===== config.mk =====
export PLATFORM = sky130hd
export DESIGN_NAME = tx_transmitter_flat
export DESIGN_NICKNAME = d
export VERILOG_FILES = /design/src/rtl/net_frame_pkg.sv /design/src/rtl/tx_transmitter_if.sv /design/src/rtl/crc16_serial.sv /design/src/rtl/tx_transmitter.sv /design/src/flat_wrapper.sv
export SDC_FILE = /design/constraint.sdc
export NUM_CORES = 1
export LEC_CHECK = 0
export CORE_UTILIZATION = 48
export CTS_CLUSTER_DIAMETER = 150
export DETAILED_ROUTE_END_ITERATION = 12
export HOLD_SLACK_MARGIN = 0.1
export PLACE_DENSITY = 0.83
export SYNTH_ARGS = -nofsm -noshare
export SYNTH_HDL_FRONTEND = slang
export SYNTH_SLANG_ARGS = --single-unit

===== constraint.sdc =====
create_clock -name clk -period 9.9 [get_ports clk]
set_input_delay 0.99 -clock clk [delete_from_list [all_inputs] [get_ports clk]]
set_output_delay 0.99 -clock clk [all_outputs]
set_load 0.01 [all_outputs]

===== src/rtl/net_frame_pkg.sv =====
// Shared frame constants, FSM state type and CRC step for the serial link.
// Used by both the transmitter and the far-end receiver.
package net_frame_pkg;

    localparam int ID_W       = 2;
    localparam int PAYLOAD_W  = 128;
    localparam int CRC_W      = 16;
    localparam logic [CRC_W-1:0] CRC_POLY = 16'h1021;
    localparam logic [CRC_W-1:0] CRC_INIT = 16'hFFFF;
    localparam int FRAME_BITS = 150;
    // dest/src/payload section, framed by start, CRC and stop bits
    localparam int DATA_BITS  = FRAME_BITS - CRC_W - 2;

    typedef enum logic [2:0] {
        ST_IDLE,
        ST_START,
        ST_DATA,
        ST_CRC,
        ST_STOP,
        ST_GAP
    } frame_state_t;

    function automatic logic [CRC_W-1:0] crc_step(
        input logic [CRC_W-1:0] c,
        input logic             b
    );
        logic [CRC_W-1:0] n;
        n = {c[CRC_W-2:0], 1'b0};
        if (c[CRC_W-1] ^ b) begin
            n = n ^ CRC_POLY;
        end
        return n;
    endfunction

endpackage


===== src/rtl/tx_transmitter_if.sv =====
// Frame request handshake between the capture logic and the transmitter.
// The master offers a frame; the slave raises tx_ready when it can take one.
interface tx_transmitter_if;
    import net_frame_pkg::*;

    logic                 tx_valid;
    logic                 tx_ready;
    logic [ID_W-1:0]      dest_id;
    logic [ID_W-1:0]      src_id;
    logic [PAYLOAD_W-1:0] payload;
    logic                 inject_err;

    modport master (
        output tx_valid, dest_id, src_id, payload, inject_err,
        input  tx_ready
    );

    modport slave (
        input  tx_valid, dest_id, src_id, payload, inject_err,
        output tx_ready
    );

endinterface


===== src/rtl/crc16_serial.sv =====
// Bit-serial CRC-16-CCITT register, one message bit per enabled cycle.
// init has priority over en so a new frame can restart it in any state.
module crc16_serial
    import net_frame_pkg::*;
(
    input  logic             clk,
    input  logic             rst,
    input  logic             init,
    input  logic             en,
    input  logic             din,
    output logic [CRC_W-1:0] crc
);

    always_ff @(posedge clk or posedge rst) begin
        if (rst) begin
            crc <= '0;
        end else if (init) begin
            crc <= CRC_INIT;
        end else if (en) begin
            crc <= crc_step(crc, din);
        end
    end

endmodule


===== src/rtl/tx_transmitter.sv =====
// Serial frame transmitter: start | dest | src | payload | CRC-16 | stop, MSB-first.
// Each line bit is registered and held for CLKS_PER_BIT cycles.
module tx_transmitter
    import net_frame_pkg::*;
#(
    parameter int CLKS_PER_BIT = 50,
    parameter int IFG_BITS     = 4
) (
    input  logic            clk,
    input  logic            rst,
    tx_transmitter_if.slave tx,
    output logic            tx_line,
    output logic            busy,
    output logic            tx_done
);

    localparam int BW = $clog2(CLKS_PER_BIT);
    localparam logic [BW-1:0] BAUD_LAST = BW'(CLKS_PER_BIT - 1);
    localparam logic [BW-1:0] BAUD_DONE = BW'(CLKS_PER_BIT - 2);
    localparam logic [7:0] DATA_LAST = 8'(DATA_BITS - 1);
    localparam logic [7:0] CRC_FIRST = 8'(CRC_W - 1);
    localparam logic [7:0] GAP_LAST  = 8'((IFG_BITS > 0) ? IFG_BITS - 1 : 0);

    frame_state_t         state, state_n;
    logic [BW-1:0]        baud, baud_n;
    logic [7:0]           idx, idx_n;
    logic [DATA_BITS-1:0] shreg, shreg_n;
    logic                 err, err_n;
    logic                 ready, ready_n;
    logic                 line_n, busy_n, done_n;
    logic                 crc_init, crc_en;
    logic [CRC_W-1:0]     crc;
    logic                 wrap;

    assign tx.tx_ready = ready;
    assign wrap = (baud == BAUD_LAST);

    crc16_serial u_crc (
        .clk  (clk),
        .rst  (rst),
        .init (crc_init),
        .en   (crc_en),
        .din  (shreg[DATA_BITS-1]),
        .crc  (crc)
    );

    always_ff @(posedge clk or posedge rst) begin
        if (rst) begin
            state   <= ST_IDLE;
            baud    <= '0;
            idx     <= '0;
            shreg   <= '0;
            err     <= 1'b0;
            ready   <= 1'b0;
            tx_line <= 1'b1;
            busy    <= 1'b0;
            tx_done <= 1'b0;
        end else begin
            state   <= state_n;
            baud    <= baud_n;
            idx     <= idx_n;
            shreg   <= shreg_n;
            err     <= err_n;
            ready   <= ready_n;
            tx_line <= line_n;
            busy    <= busy_n;
            tx_done <= done_n;
        end
    end

    always_comb begin
        state_n  = state;
        baud_n   = wrap ? '0 : baud + 1'b1;
        idx_n    = idx;
        shreg_n  = shreg;
        err_n    = err;
        ready_n  = ready;
        line_n   = tx_line;
        busy_n   = busy;
        done_n   = 1'b0;
        crc_init = 1'b0;
        crc_en   = 1'b0;
        unique case (state)
            ST_IDLE: begin
                baud_n  = '0;
                ready_n = 1'b1;
                if (ready && tx.tx_valid) begin
                    state_n  = ST_START;
                    shreg_n  = {tx.dest_id, tx.src_id, tx.payload};
                    err_n    = tx.inject_err;
                    idx_n    = '0;
                    ready_n  = 1'b0;
                    busy_n   = 1'b1;
                    line_n   = 1'b0;
                    crc_init = 1'b1;
                end
            end
            ST_START: begin
                if (wrap) begin
                    state_n = ST_DATA;
                    idx_n   = '0;
                    line_n  = shreg[DATA_BITS-1];
                    shreg_n = shreg << 1;
                    crc_en  = 1'b1;
                end
            end
            ST_DATA: begin
                if (wrap) begin
                    if (idx == DATA_LAST) begin
                        state_n = ST_CRC;
                        idx_n   = CRC_FIRST;
                        line_n  = crc[CRC_W-1];
                    end else begin
                        idx_n   = idx + 8'd1;
                        line_n  = shreg[DATA_BITS-1];
                        shreg_n = shreg << 1;
                        crc_en  = 1'b1;
                    end
                end
            end
            ST_CRC: begin
                if (wrap) begin
                    if (idx == 8'd0) begin
                        state_n = ST_STOP;
                        line_n  = 1'b1;
                    end else begin
                        idx_n  = idx - 8'd1;
                        // link-test corruption touches only the final CRC bit
                        line_n = crc[4'(idx - 8'd1)] ^ (err && idx == 8'd1);
                    end
                end
            end
            ST_STOP: begin
                done_n = (baud == BAUD_DONE);
                if (wrap) begin
                    idx_n = '0;
                    if (IFG_BITS == 0) begin
                        state_n = ST_IDLE;
                        busy_n  = 1'b0;
                        ready_n = 1'b1;
                    end else begin
                        state_n = ST_GAP;
                    end
                end
            end
            ST_GAP: begin
                if (wrap) begin
                    if (idx == GAP_LAST) begin
                        state_n = ST_IDLE;
                        busy_n  = 1'b0;
                        ready_n = 1'b1;
                    end else begin
                        idx_n = idx + 8'd1;
                    end
                end
            end
            default: state_n = ST_IDLE;
        endcase
    end

endmodule


===== src/flat_wrapper.sv =====
// flat-port wrapper written by rule: the top's interface ports become plain ports
module tx_transmitter_flat import net_frame_pkg::*;
#(
    parameter int CLKS_PER_BIT = 50,
    parameter int IFG_BITS     = 4
)
  (clk, rst, tx_line, busy, tx_done, tx_tx_valid, tx_dest_id, tx_src_id, tx_payload, tx_inject_err, tx_tx_ready);
  tx_transmitter_if tx_i ();
  input  logic clk;
  input  logic rst;
  output logic tx_line;
  output logic busy;
  output logic tx_done;
  input wire logic [$bits(tx_i.tx_valid)-1:0] tx_tx_valid;
  input wire logic [$bits(tx_i.dest_id)-1:0] tx_dest_id;
  input wire logic [$bits(tx_i.src_id)-1:0] tx_src_id;
  input wire logic [$bits(tx_i.payload)-1:0] tx_payload;
  input wire logic [$bits(tx_i.inject_err)-1:0] tx_inject_err;
  output wire logic [$bits(tx_i.tx_ready)-1:0] tx_tx_ready;
  assign tx_i.tx_valid = tx_tx_valid;
  assign tx_i.dest_id = tx_dest_id;
  assign tx_i.src_id = tx_src_id;
  assign tx_i.payload = tx_payload;
  assign tx_i.inject_err = tx_inject_err;
  assign tx_tx_ready = tx_i.tx_ready;
  tx_transmitter #(.CLKS_PER_BIT(CLKS_PER_BIT), .IFG_BITS(IFG_BITS)) u_core (.clk(clk), .rst(rst), .tx(tx_i), .tx_line(tx_line), .busy(busy), .tx_done(tx_done));
endmodule

==> results by group, run 1 <==
Layout
  – Fin cells: 1057
  – Final net count: 958
  – Area grow syn2layout: 22.85%
  – Number of inserted diodes: 0
  – Layout cells sized above 1: 0.3744

Worst setup path
  – Worst R2R Setup Slack: around 6000 ps
  – Bufs and invs on worst path: 2
  – Setup crit start: u_core.idx[0]
  – CP Class: reg2reg
  – CP Capture Type: register
  – Critical Path Stages: 9
  – Crit-path max cell delay: a little over 900 ps
  – Worst endpoint required time: roughly 10000 ps
  – CP max stage cell: buf_4
  – Maximum fanout along the worst path: 75
  – Crit-path leading delay family: buffers and inverters
  – Cell mode on critical path: buf_4
  – CP Data Arrival Time: 4350 ps
  – Worst R2R Path Depth: 9
  – CP endpoint: u_core.shreg[78]
  – Reg2Reg Capture Point: u_core.shreg[78]
  – Reg2reg start: u_core.idx[0]
  – Startpoint types: register
  – Crit-path cells: ha_1, nand2_1, or3_1, a31oi_1, a2bb2oi_2, nor2_4, buf_4, buf_4, mux2_2

Clock network
  – Skew-Pair Late Insertion Delay: 420 ps
  – TritonCTS clock tree: yes
  – H-tree Lvls: 4
  – Clock-pin slew on the worst setup and hold paths: 70 ps
  – Post-CTS Setup Bufs: 0
  – Post-cts gate resize count: 0
  – Clk sinks: 170
  – Root Driver: clkbuf_16
  – Num CTS Buffers: 17
  – Post-CTS Hold Buffers: 0
  – Max clock buf depth: 2

Detailed routing
  – 1st-iter DRT viols: 364
  – Wire per inst: about 17 microns
  – Drt drc: 0
  – ANT nets after route: 0
  – Vias per cell: 5.536
  – Pre-antenna DRT Iters: 4
  – Via count: 5852
  – Final WL: ~18000 microns

Synth
  – Synth Area in Adders: 0.009653
  – Post-synthesis sequential area ratio: 0.4690
  – Top cells by count, synth: 207 x mux2_2, 169 x dfrtp_1, 57 x mux2_4, 43 x nand2_1, 33 x clkbuf_1
  – Synth Area in Simple Gates: 0.06081
  – Mux contribution to synthesized area: 0.3678
  – Post-Synthesis Cells: 704
  – Main combinational cell family by area after synthesis: multiplexers
  – Syn. warnings: 0
  – Yosys cell types: 57
  – Ys async rst share: 1.000
  – Synth Area in XOR/XNOR: 0.009653
  – Number of enable flip-flop cells after synthesis: 0
  – Main area contributors after synthesis: dfrtp_1 47%, mux2_2 26%, mux2_4 9.4%, nand2_1 1.8%, clkbuf_1 1.4%
  – Share of the synthesized area in the top cell type: 0.4661
  – Post-synthesis register bit count: 170
  – Most frequent cell after synthesis: mux2_2
  – Avg Inst Size Synth: 12.89 sq um
  – Synth area leader: dfrtp_1
  – Top_reg_cell synth: dfrtp_1
  – Post-Synthesis Cell Area: between 9000 and 10000 sq um
  – Mapped Nets: 847
  – Compound-Gate Fraction of Synth Area: 0.05088

Hold path
  – Worst Hold Class: reg2reg
  – Hold Path Stages: 1

Power and ir drop
  – Pwr Total: around 0.0034 W
  – Maximum vdd drop: approximately 0.00015 V
  – Pwr Density: 305.1 nW/um^2
  – Leakage power: 4.603 nW

Timing
  – Slew Viols, Final: 0
  – Final hold violations: 0
  – Min Clock Period, post-route: 4049 ps
  – Setup tns final: 0 ps
  – Actual slew at the worst max-slew pin: 1052 ps
  – Max Clk Rate: around 0.25 GHz
  – Unrepaired setup endpoints after global routing: false
  – Setup violators final: 0
  – Normalized max-slew margin: 0.2988
  – Crit share post-route: 0.4090
  – Clock skew: 7.124 ps

Floorplan
  – Initial Util: 0.4966
  – Die area: between 15000 and 20000 sq um
  – Core ar.: 18270 sq um
  – Io pins: 140
  – Die width: 139.5 microns
  – Rows: 49
  – Die H: 139.5 microns

Flow run
  – Max_cap viols: 0

Global route
  – Initial antenna violation count: 0
  – Number of global-route vias before repair: 5969
  – Gr ovfl total: 0
  – First-pass GRT wire length: 30200 microns
  – Largest net degree at the start of global routing: 97
  – All-layer global routing usage: 0.1952

Placement
  – Final GP Congestion: 0.8736
  – Post-DP HPWL: 11870 microns
  – Placed instance count: 1025
  – Count of buffers from port buffering: ~140

Run status
  – Outcome: complete, no violations
-- worst min path at each step --
stage | from | end | slack, ps
after floorplan | u_core.shreg[0] | u_core.shreg[0] | 460
after global placement | u_core.shreg[51] | u_core.shreg[51] | 480
after detailed placement | u_core.shreg[96] | u_core.shreg[96] | 490
after CTS | u_core.shreg[31] | u_core.shreg[31] | 510
after global routing | u_core.shreg[120] | u_core.shreg[120] | 520
final | u_core.shreg[51] | u_core.shreg[51] | 500
-- per-layer routing --
layer	routed length, microns	vias to the layer above	part of all wire	GRT usage
li1	-	2765	-	-
met1	7732	2946	0.43	0.2522
met2	9084	132	0.50	0.3213
met3	1155	9	0.064	0.05919
met4	119	0	0.0066	0.04561
met5	0	-	0	0
-- final cells by class --
type	instances	area (sq um)
Sequential cell	170	4255
Multi-Input combinational cell	473	4537
Timing Repair Buffer	144	1429
Clock inverter	13	157.7
Clock buffer	19	442.9
Fill cell	1431	7123
Tap cell	229	286.5
Inverter	9	38.79
-- flip-flops by register name (all words and copies together), names as in the netlist --
register            cells
u_core.u_crc.crc       16
u_core.idx              8
u_core.baud             6
u_core.busy             1
u_core.tx.tx_ready      1
u_core.state            3
u_core.err              1
u_core.tx_line          1
u_core.shreg          132
u_core.tx_done          1
-- power breakdown --
group	switching, W	total, W	leakage [nW]	internal [W]
clock network	0.000293	0.000681	0.291	0.000388
registers	0.000216	0.00122	2.00	0.00101
logic	0.000572	0.00150	2.31	0.000925
total	0.00108	0.00340	4.60	0.00232
-- placed cells by master, fill, tap and decap left out, types with 6 or more instances in the layout --
cell | Yosys | final
a21oi_1 | 8 | 8
clkbuf_16 | 0 | 17
clkdlybuf4s50_1 | 0 | 139
dfrtp_1 | 169 | 169
ha_1 | 7 | 7
inv_1 | 9 | 8
inv_6 | 0 | 6
mux2_2 | 207 | 207
mux2_4 | 57 | 57
mux2i_1 | 6 | 6
nand2_1 | 43 | 43
nand3_1 | 21 | 21
nor2_1 | 19 | 19
nor3_1 | 7 | 7
o21ai_0 | 12 | 12
o31ai_1 | 7 | 7
-- stage by stage --
stage	hold WS (ps)	cell area [sq um]	setup slack (ps)	utilization
global placement	482.2	10550	5589	0.5773
floorplan	465.0	9074	4308	-
global route	517.9	11150	5594	0.6101
finish	504.8	11150	5851	0.6101
detailed placement	490.1	10550	5580	0.5773
CTS	505.7	11150	5834	0.6101
-- logic make-up (layout without fill, tap and decap cells) --
kind of cell,Yosys count,in the layout
AOI/OAI and AO/OA,65,65
xor gates and xnor gates,10,10
adders and majority gates,7,7
buffers and inverters,61,185
DFF,170,170
muxes,274,274
and+or+nand+nor,117,117
No activity file was read; power rests on OpenSTA's default activity.
==> run 2, diff against run 1 <==
==> constraint.sdc (replaced) <==
create_clock -name clk -period 4.1 [get_ports clk]
set_input_delay 0.41 -clock clk [delete_from_list [all_inputs] [get_ports clk]]
set_output_delay 0.41 -clock clk [all_outputs]
set_load 0.01 [all_outputs]
==> results by group, run 2 (synthesized netlist as in run 1, its figures left out) <==
Detailed routing
  – Wire per inst: 17.64 microns
  – Final WL: 18720 microns
  – Drt drc: 0
  – Via count: 5799
  – 1st-iter DRT viols: around 270
  – Vias per cell: 5.466
  – ANT nets after route: 0
  – Pre-antenna DRT Iters: 5

Clock network
  – Post-cts gate resize count: 0
  – Max clock buf depth: 2
  – TritonCTS clock tree: yes
  – Skew-Pair Late Insertion Delay: 430 ps
  – Post-CTS Hold Buffers: 0
  – Root Driver: clkbuf_16
  – Num CTS Buffers: 17
  – H-tree Lvls: 4
  – Clk sinks: 170
  – Clock-pin slew on the worst setup and hold paths: about 70 ps
  – Post-CTS Setup Bufs: 0

Flow run
  – Max_cap viols: 0

Global route
  – Largest net degree at the start of global routing: 135
  – Met2 Use GR: 0.3428
  – Number of global-route vias before repair: 6124
  – Gr ovfl total: 0
  – Initial antenna violation count: 0
  – M3 GR Usage: 0.06332
  – GR peak layer: met2
  – First-pass GRT wire length: around 31000 microns
  – All-layer global routing usage: 0.2044
  – GR met1 Demand/Resource: 0.2589

Layout
  – Layout cells sized above 1: 0.3786
  – Most common cell after layout, fill and taps aside: mux2_2
  – Final instance area: 11260 sq um
  – Max reg flops: 132
  – Most frequent cells in the layout: 207 x mux2_2, 169 x dfrtp_1, 139 x clkdlybuf4s50_1
  – Number of inserted diodes: 0
  – Largest regs: u_core.shreg: 132 flops, u_core.u_crc.crc: 16 flops, u_core.idx: 8 flops
  – Area grow syn2layout: 24.13%
  – Final net count: slightly below 1000
  – Biggest register: u_core.shreg

Hold path
  – Worst Hold Class: reg2reg
  – HP Start: u_core.shreg[65]

Timing
  – Max Clk Rate: 0.3040 GHz
  – Setup tns final: 0 ps
  – Unrepaired setup endpoints after global routing: false
  – Normalized max-slew margin: 0.3299
  – Min Clock Period, post-route: 3289 ps
  – Crit share post-route: 0.8022
  – Setup violators final: 0
  – Final hold violations: 0
  – Clock skew: about 13 ps
  – Actual slew at the worst max-slew pin: 1003 ps
  – Slew Viols, Final: 0

Floorplan
  – Initial Util: 0.4966
  – Rows: 49
  – Die H: 139.5 microns
  – Die width: 139.5 microns
  – Io pins: 140
  – Die area: ~19000 sq um
  – Core ar.: about 18000 sq um

Worst setup path
  – Setup crit start: u_core.idx[2]
  – CP Class: reg2reg
  – CP Data Arrival Time: 3600 ps
  – Reg2reg start: u_core.idx[2]
  – Startpoint types: register
  – CP Capture Type: register
  – Maximum fanout along the worst path: about 130
  – Worst endpoint required time: 4410 ps

Placement
  – Post-DP HPWL: 12600 microns
  – Count of buffers from port buffering: ~140
  – DP Area: 10640 sq um
  – Final GP Congestion: 0.9036

Power and ir drop
  – Pwr Density: 746.9 nW/um^2
  – Maximum vdd drop: 0.0004062 V
  – Leakage power: 4.659 nW

Run status
  – Outcome: complete, no violations
==> run 2: cell types whose count changed in the layout (fill, tap and decap cells not counted) <==
cell	before	now
buf_12	0	5
buf_4	5	4
bufinv_16	2	3
clkbuf_1	1	0
clkbuf_8	1	0
clkinv_2	1	2
clkinvlp_4	2	1
inv_6	6	5
inv_8	3	5
==> run 2: where the power goes <==
part	switching, W	internal, W
logic	0.00142	0.00230
clock network	0.000730	0.000988
registers	0.000537	0.00243
==> run 2: final cells by class <==
cell class	count	area, sq um
Fill cell	1442	7007
Multi-Input combinational cell	473	4537
Sequential cell	170	4255
Timing Repair Buffer	148	1521
Clock buffer	17	425.4
Tap cell	229	286.5
Clock inverter	15	200.2
Inverter	9	37.54
==> run 2: critical path, stage by stage, from the launching register on <==
cell and delay (ps):
dfrtp_1 510, or4_1 710, or3_1 490, a31oi_1 240
a2bb2oi_2 230, nor2_4 50, buf_12 260, mux2_2 450
==> run 2: worst paths after layout <==
kind,end,slack [ps],cells past startpoint
min in group asynchronous,u_core.shreg[71],580,2
hold reg to reg,u_core.shreg[65],500,1
setup / recovery,u_core.shreg[9],810,7
setup reg to reg,u_core.shreg[9],810,7
hold / removal,u_core.shreg[65],500,1
max in group asynchronous,u_core.shreg[90],2510,3
==> run 2: per-stage QoR <==
stage / instances / hold WS (ps) / power [W] / setup slack, ps / utilization
global placement: 1029 / 483.5 / 0.006546 / 1040 / 0.5822
finish: 1061 / 502.6 / 0.008413 / 810.8 / 0.6165
global route: 1061 / 514.4 / 0.008953 / 747.1 / 0.6165
floorplan: 704 / 465.0 / 0.005928 / 1452 / -
detailed placement: 1029 / 490.0 / 0.006698 / 982.4 / 0.5822
CTS: 1061 / 508.5 / 0.008470 / 972.2 / 0.6165
==> run 2: routing by layer <==
metal  part of all wire  up-vias
li1                   -     2775
met1               0.42     2875
met2               0.51      134
met3              0.060       15
met4             0.0091        0
met5                  0        -
==> run 3, diff against run 2 <==
==> constraint.sdc (replaced) <==
create_clock -name clk -period 3.2 [get_ports clk]
set_input_delay 0.32 -clock clk [delete_from_list [all_inputs] [get_ports clk]]
set_output_delay 0.32 -clock clk [all_outputs]
set_load 0.01 [all_outputs]
==> results by group, run 3 (synthesized netlist as in run 1, its figures left out) <==
Run status
  – Outcome: complete, no violations

Worst setup path
  – CP Data Arrival Time: 3290 ps
  – CP endpoint: u_core.shreg[75]
  – Worst R2R Setup Slack: 210 ps
  – Setup crit start: u_core.baud[2]
  – CP Capture Type: register
  – Maximum fanout along the worst path: 24
  – CP Class: reg2reg
  – Worst R2R Path Depth: 7
  – Worst endpoint required time: 3500 ps
  – Reg2Reg Capture Point: u_core.shreg[75]
  – Startpoint types: register
  – Reg2reg start: u_core.baud[2]

Floorplan
  – Die width: approximately 140 microns
  – Io pins: 140
  – Rows: 49
  – Initial Util: 0.4966
  – Core ar.: roughly 18000 sq um
  – Die area: 19460 sq um
  – Die H: 139.5 microns

Layout
  – Final instance area: 11420 sq um
  – Final net count: 980
  – Max reg flops: 132
  – Biggest register: u_core.shreg
  – Largest regs: u_core.shreg: 132 flops, u_core.u_crc.crc: 16 flops, u_core.idx: 8 flops
  – Most common cell after layout, fill and taps aside: mux2_2
  – Layout cells sized above 1: 0.3906
  – Number of inserted diodes: 0
  – Area grow syn2layout: 25.84%
  – Most frequent cells in the layout: 207 x mux2_2, 169 x dfrtp_1, 139 x clkdlybuf4s50_1

Detailed routing
  – Final WL: 19010 microns
  – Pre-antenna DRT Iters: 4
  – Drt drc: 0
  – Vias per cell: 5.462
  – 1st-iter DRT viols: 298
  – ANT nets after route: 0
  – Wire per inst: around 18 microns
  – Via count: between 5000 and 6000

Clock network
  – Max clock buf depth: 2
  – TritonCTS clock tree: yes
  – Clock-pin slew on the worst setup and hold paths: about 70 ps
  – H-tree Lvls: 4
  – Num CTS Buffers: 17
  – Root Driver: clkbuf_16
  – Post-CTS Hold Buffers: 0
  – Post-cts gate resize count: 0
  – Skew-Pair Late Insertion Delay: 430 ps
  – Clk sinks: 170
  – Post-CTS Setup Bufs: 0

Timing
  – Setup tns final: 0 ps
  – Actual slew at the worst max-slew pin: 868.5 ps
  – Clock skew: ~11 ps
  – Unrepaired setup endpoints after global routing: false
  – Max Clk Rate: 0.3342 GHz
  – Normalized max-slew margin: 0.4196
  – Min Clock Period, post-route: 2992 ps
  – Final hold violations: 0
  – Setup violators final: 0
  – Crit share post-route: 0.9350
  – Slew Viols, Final: 0
  – Final Hold Slack: around 400 ps

Hold path
  – Worst Hold Class: in2async

Flow run
  – Max_cap viols: 0

Global route
  – Gr ovfl total: 0
  – All-layer global routing usage: 0.2061
  – Number of global-route vias before repair: 6218
  – Largest net degree at the start of global routing: 48
  – First-pass GRT wire length: 31820 microns
  – Initial antenna violation count: 0

Power and ir drop
  – Leakage power: 4.733 nW
  – Maximum vdd drop: 0.0005291 V
  – Pwr Density: ~940 nW/um^2

Placement
  – DP Area: 10820 sq um
  – Post-DP HPWL: 13150 microns
  – Count of buffers from port buffering: 139
  – Final GP Congestion: approximately 0.88
## run 3: layer usage
layer | GRT usage | part of all wire | vias to the layer above
met5 | 0 | 0 | -
met4 | 0.06784 | 0.016 | 0
met3 | 0.06366 | 0.064 | 25
met2 | 0.3314 | 0.48 | 162
met1 | 0.2648 | 0.44 | 2903
li1 | - | - | 2803
## run 3: critical path, stage by stage (launching register included)
cell	delay, ps
dfrtp_1	420
nor4bb_1	350
and2_1	260
a31oi_1	120
a2bb2oi_2	180
nor2_4	680
buf_4	470
mux2_2	380
## run 3: power by group
group	switching [W]	internal (W)	leakage (nW)
Clock	0.000868	0.00120	0.280
Combinational	0.00197	0.00303	2.45
Sequential	0.000582	0.00312	2.00
## run 3: final cells by class
type,instances,area [sq um]
Inverter,9,37.54
Clock buffer,20,456.7
Fill cell,1358,6852
Multi-Input combinational cell,473,4537
Sequential cell,170,4255
Tap cell,229,286.5
Clock inverter,12,138.9
Timing Repair Buffer,166,1707
## run 3: metrics by stage
step / util / setup slack, ps / cells / total power (W)
global route: 0.6250 / 11.38 / 1079 / 0.01142
CTS: 0.6250 / 186.8 / 1079 / 0.01084
floorplan: - / 551.9 / 704 / 0.007595
detailed placement: 0.5924 / 199.7 / 1047 / 0.008701
finish: 0.6250 / 207.9 / 1079 / 0.01078
global placement: 0.5924 / 248.2 / 1047 / 0.008502
## run 3: worst min-delay path by stage
stage                           startpoint          endpoint  slack [ps]  depth (start not counted)
final                                  rst  u_core.shreg[44]         400                          2
after global routing                   rst  u_core.shreg[88]         450                          2
after CTS                              rst  u_core.shreg[44]         410                          2
after detailed placement  u_core.shreg[67]  u_core.shreg[67]         490                          1
after global placement    u_core.shreg[22]  u_core.shreg[22]         480                          1
after floorplan              tx_payload[0]   u_core.shreg[0]         460                          2
==> RTL change, RTL diff (config.mk and constraints of run 3) <==
One comparison of `idx` changes from == to >=.
--- a/src/rtl/tx_transmitter.sv
+++ b/src/rtl/tx_transmitter.sv
@@ -145,7 +145,7 @@
             end
             ST_GAP: begin
                 if (wrap) begin
-                    if (idx == GAP_LAST) begin
+                    if (idx >= GAP_LAST) begin
                         state_n = ST_IDLE;
                         busy_n  = 1'b0;
                         ready_n = 1'b1;
Formal check against the unedited RTL: no difference found for any inputs over 10 cycles, from zero or initial values and one cycle with rst high; that may be too few to reach the edited logic, so the function may still have changed.
==> RTL change against run 3 <==
The flow now finishes with violations (DRC). Largest cell class unchanged. Non-clock buffer count shrank 9. Critical endpoint is now u_core.shreg[20]. Core utilization shrank 0.76 points. Setup slack gained 300 ps. Highest routed layer unchanged. Total power shrank 0.62%. Synthesized area shrank 1.6%. Sequential cell count is the same. Wire length shrank 2.2%. Cell area shrank 2.2%.
==> RTL change: results (changes against run 3) <==
- Violated checks: DRC
- Slew Viols, Final: 0 (unchanged)
- CP max-delay cell: or4_1 (was nor2_4)
- Area post-placement: 0.0106 mm2 (was 0.0108 mm2)
- Crit. Startpoint: u_core.idx[3] (was u_core.baud[2])
- Internal power: 7.19 mW (was 7.36 mW)
- Synth cell types: 61 (was 57)
- Post-DP HPWL: 12.7 mm (was 13.1 mm)
- Data arrival, critical path: 3000 ps (was 3290 ps)
- Largest net degree at the start of global routing: 68 (was 48)
- H-tree depth: 4 (unchanged)
- Clock slew seen by the registers of the worst setup and hold paths: about 60 ps
- Dpl cells: 1024 (was 1047)
- Gr usage total: 20.2% (was 20.6%)
- Leakage: 4.60 nW (was 4.73 nW)
- Status: complete, but fails checks (was completed)
- RR Startpoint: u_core.idx[3] (was u_core.baud[2])
- Vias in the first global route: 6207 (was 6218)
- Destination of the critical timing path: u_core.shreg[20] (was u_core.shreg[75])
- Final nets: 957 (was 980)
- Critical Path Max Stage Delay: 720 ps (was 680 ps)
- Share of layout cells above drive strength 1: 34.3% (was 39.1%)
- Detailed Route Iter0 Violations: 289 (was 298)
- Global-route wire length before repair: 30.9 mm (was 31.8 mm)
- Synthesized area per cell: 13.1 um2 (was 12.9 um2)
- Synth area leaders: dfrtp_1 47%, mux2_2 28%, mux2_1 5.8% (was dfrtp_1 47%, mux2_2 26%, mux2_4 9.4%)
- Fin cells: 1056 (was 1079)
- Reg2Reg Depth: 5 (was 7)
- DRC viols: 16 (was 0)
- GPL Wtd Cong: 0.832 (was 0.884)
- VDD IR max: 0.000938 V (was 0.000529 V)
- Worst-path fanout max: 53 (was 24)
- Overall routed net length: 18.6 mm (was 19.0 mm)
- R2r setup slk: 510 ps (was 210 ps)
- Layout Skew: 7.54 ps (was 10.7 ps)
- Synthesized Nets: 827 (was 847)
- Vias after detailed routing: 5787 (was 5893)
- Drt pass-1 iters: 8 (was 4)
- Seq/Total Area, Yosys: 47.6% (was 46.9%)
-- RTL change: cell types whose count changed after synthesis, sizes merged, moves of 4 or more --
cell	run 3	this run
and3	1	5
clkbuf	34	25
inv	9	15
mux2i	6	15
nand2	43	30
nand2b	5	1
nand3	21	10
nor2	20	16
o21ai	12	8
o31ai	7	2
-- RTL change: routing by layer --
| metal | vias to the layer above | share of wire [%] | track usage, % |
|---|---|---|---|
| met1 | 2883 | 42 | 25.1 |
| met3 | 20 | 6.0 | 5.72 |
| met5 | - | 0 | 0 |
| li1 | 2739 | - | - |
| met2 | 145 | 51 | 34.3 |
| met4 | 0 | 1.2 | 5.91 |
-- RTL change: power by group through the flow --
stage | clock, mW | sequential [mW] | combinational (mW)
3_3_place_gp | 0 | 3.64 | 4.86
3_5_place_dp | 0 | 3.70 | 5.00
5_1_grt | 2.19 | 3.79 | 5.42
6_report | 2.05 | 3.67 | 4.98
4_1_cts | 2.11 | 3.67 | 5.04
2_1_floorplan | 0 | 3.45 | 4.17
-- RTL change: cell families (layout without fill, tap and decap cells) --
group | after synthesis | count (layout) | synth area share [%]
mux | 286 | 286 | 36.4
simple gates | 90 | 90 | 5.37
compound gates | 59 | 59 | 4.83
xor+xnor | 11 | 11 | 1.08
buf+inv | 61 | 204 | 3.74
flops | 170 | 170 | 47.6
fa+ha+maj | 7 | 7 | 0.981
-- RTL change: final cells by class --
type                    instances  area (um2)
clock buffers                  22         474
well taps                     229         287
inverters                      15        60.1
clock inverters                10         118
multi-input cells             453        4360
repair buffers                157        1610
fillers                      1404        6920
flip-flops and latches        170        4260
-- RTL change: through the flow --
stage,hold WS [ps],power [mW],setup slack (ps)
final,481,10.7,505
after global routing,506,11.4,417
after CTS,491,10.8,521
after detailed placement,477,8.70,554
after global placement,468,8.50,582
after floorplan,454,7.62,712
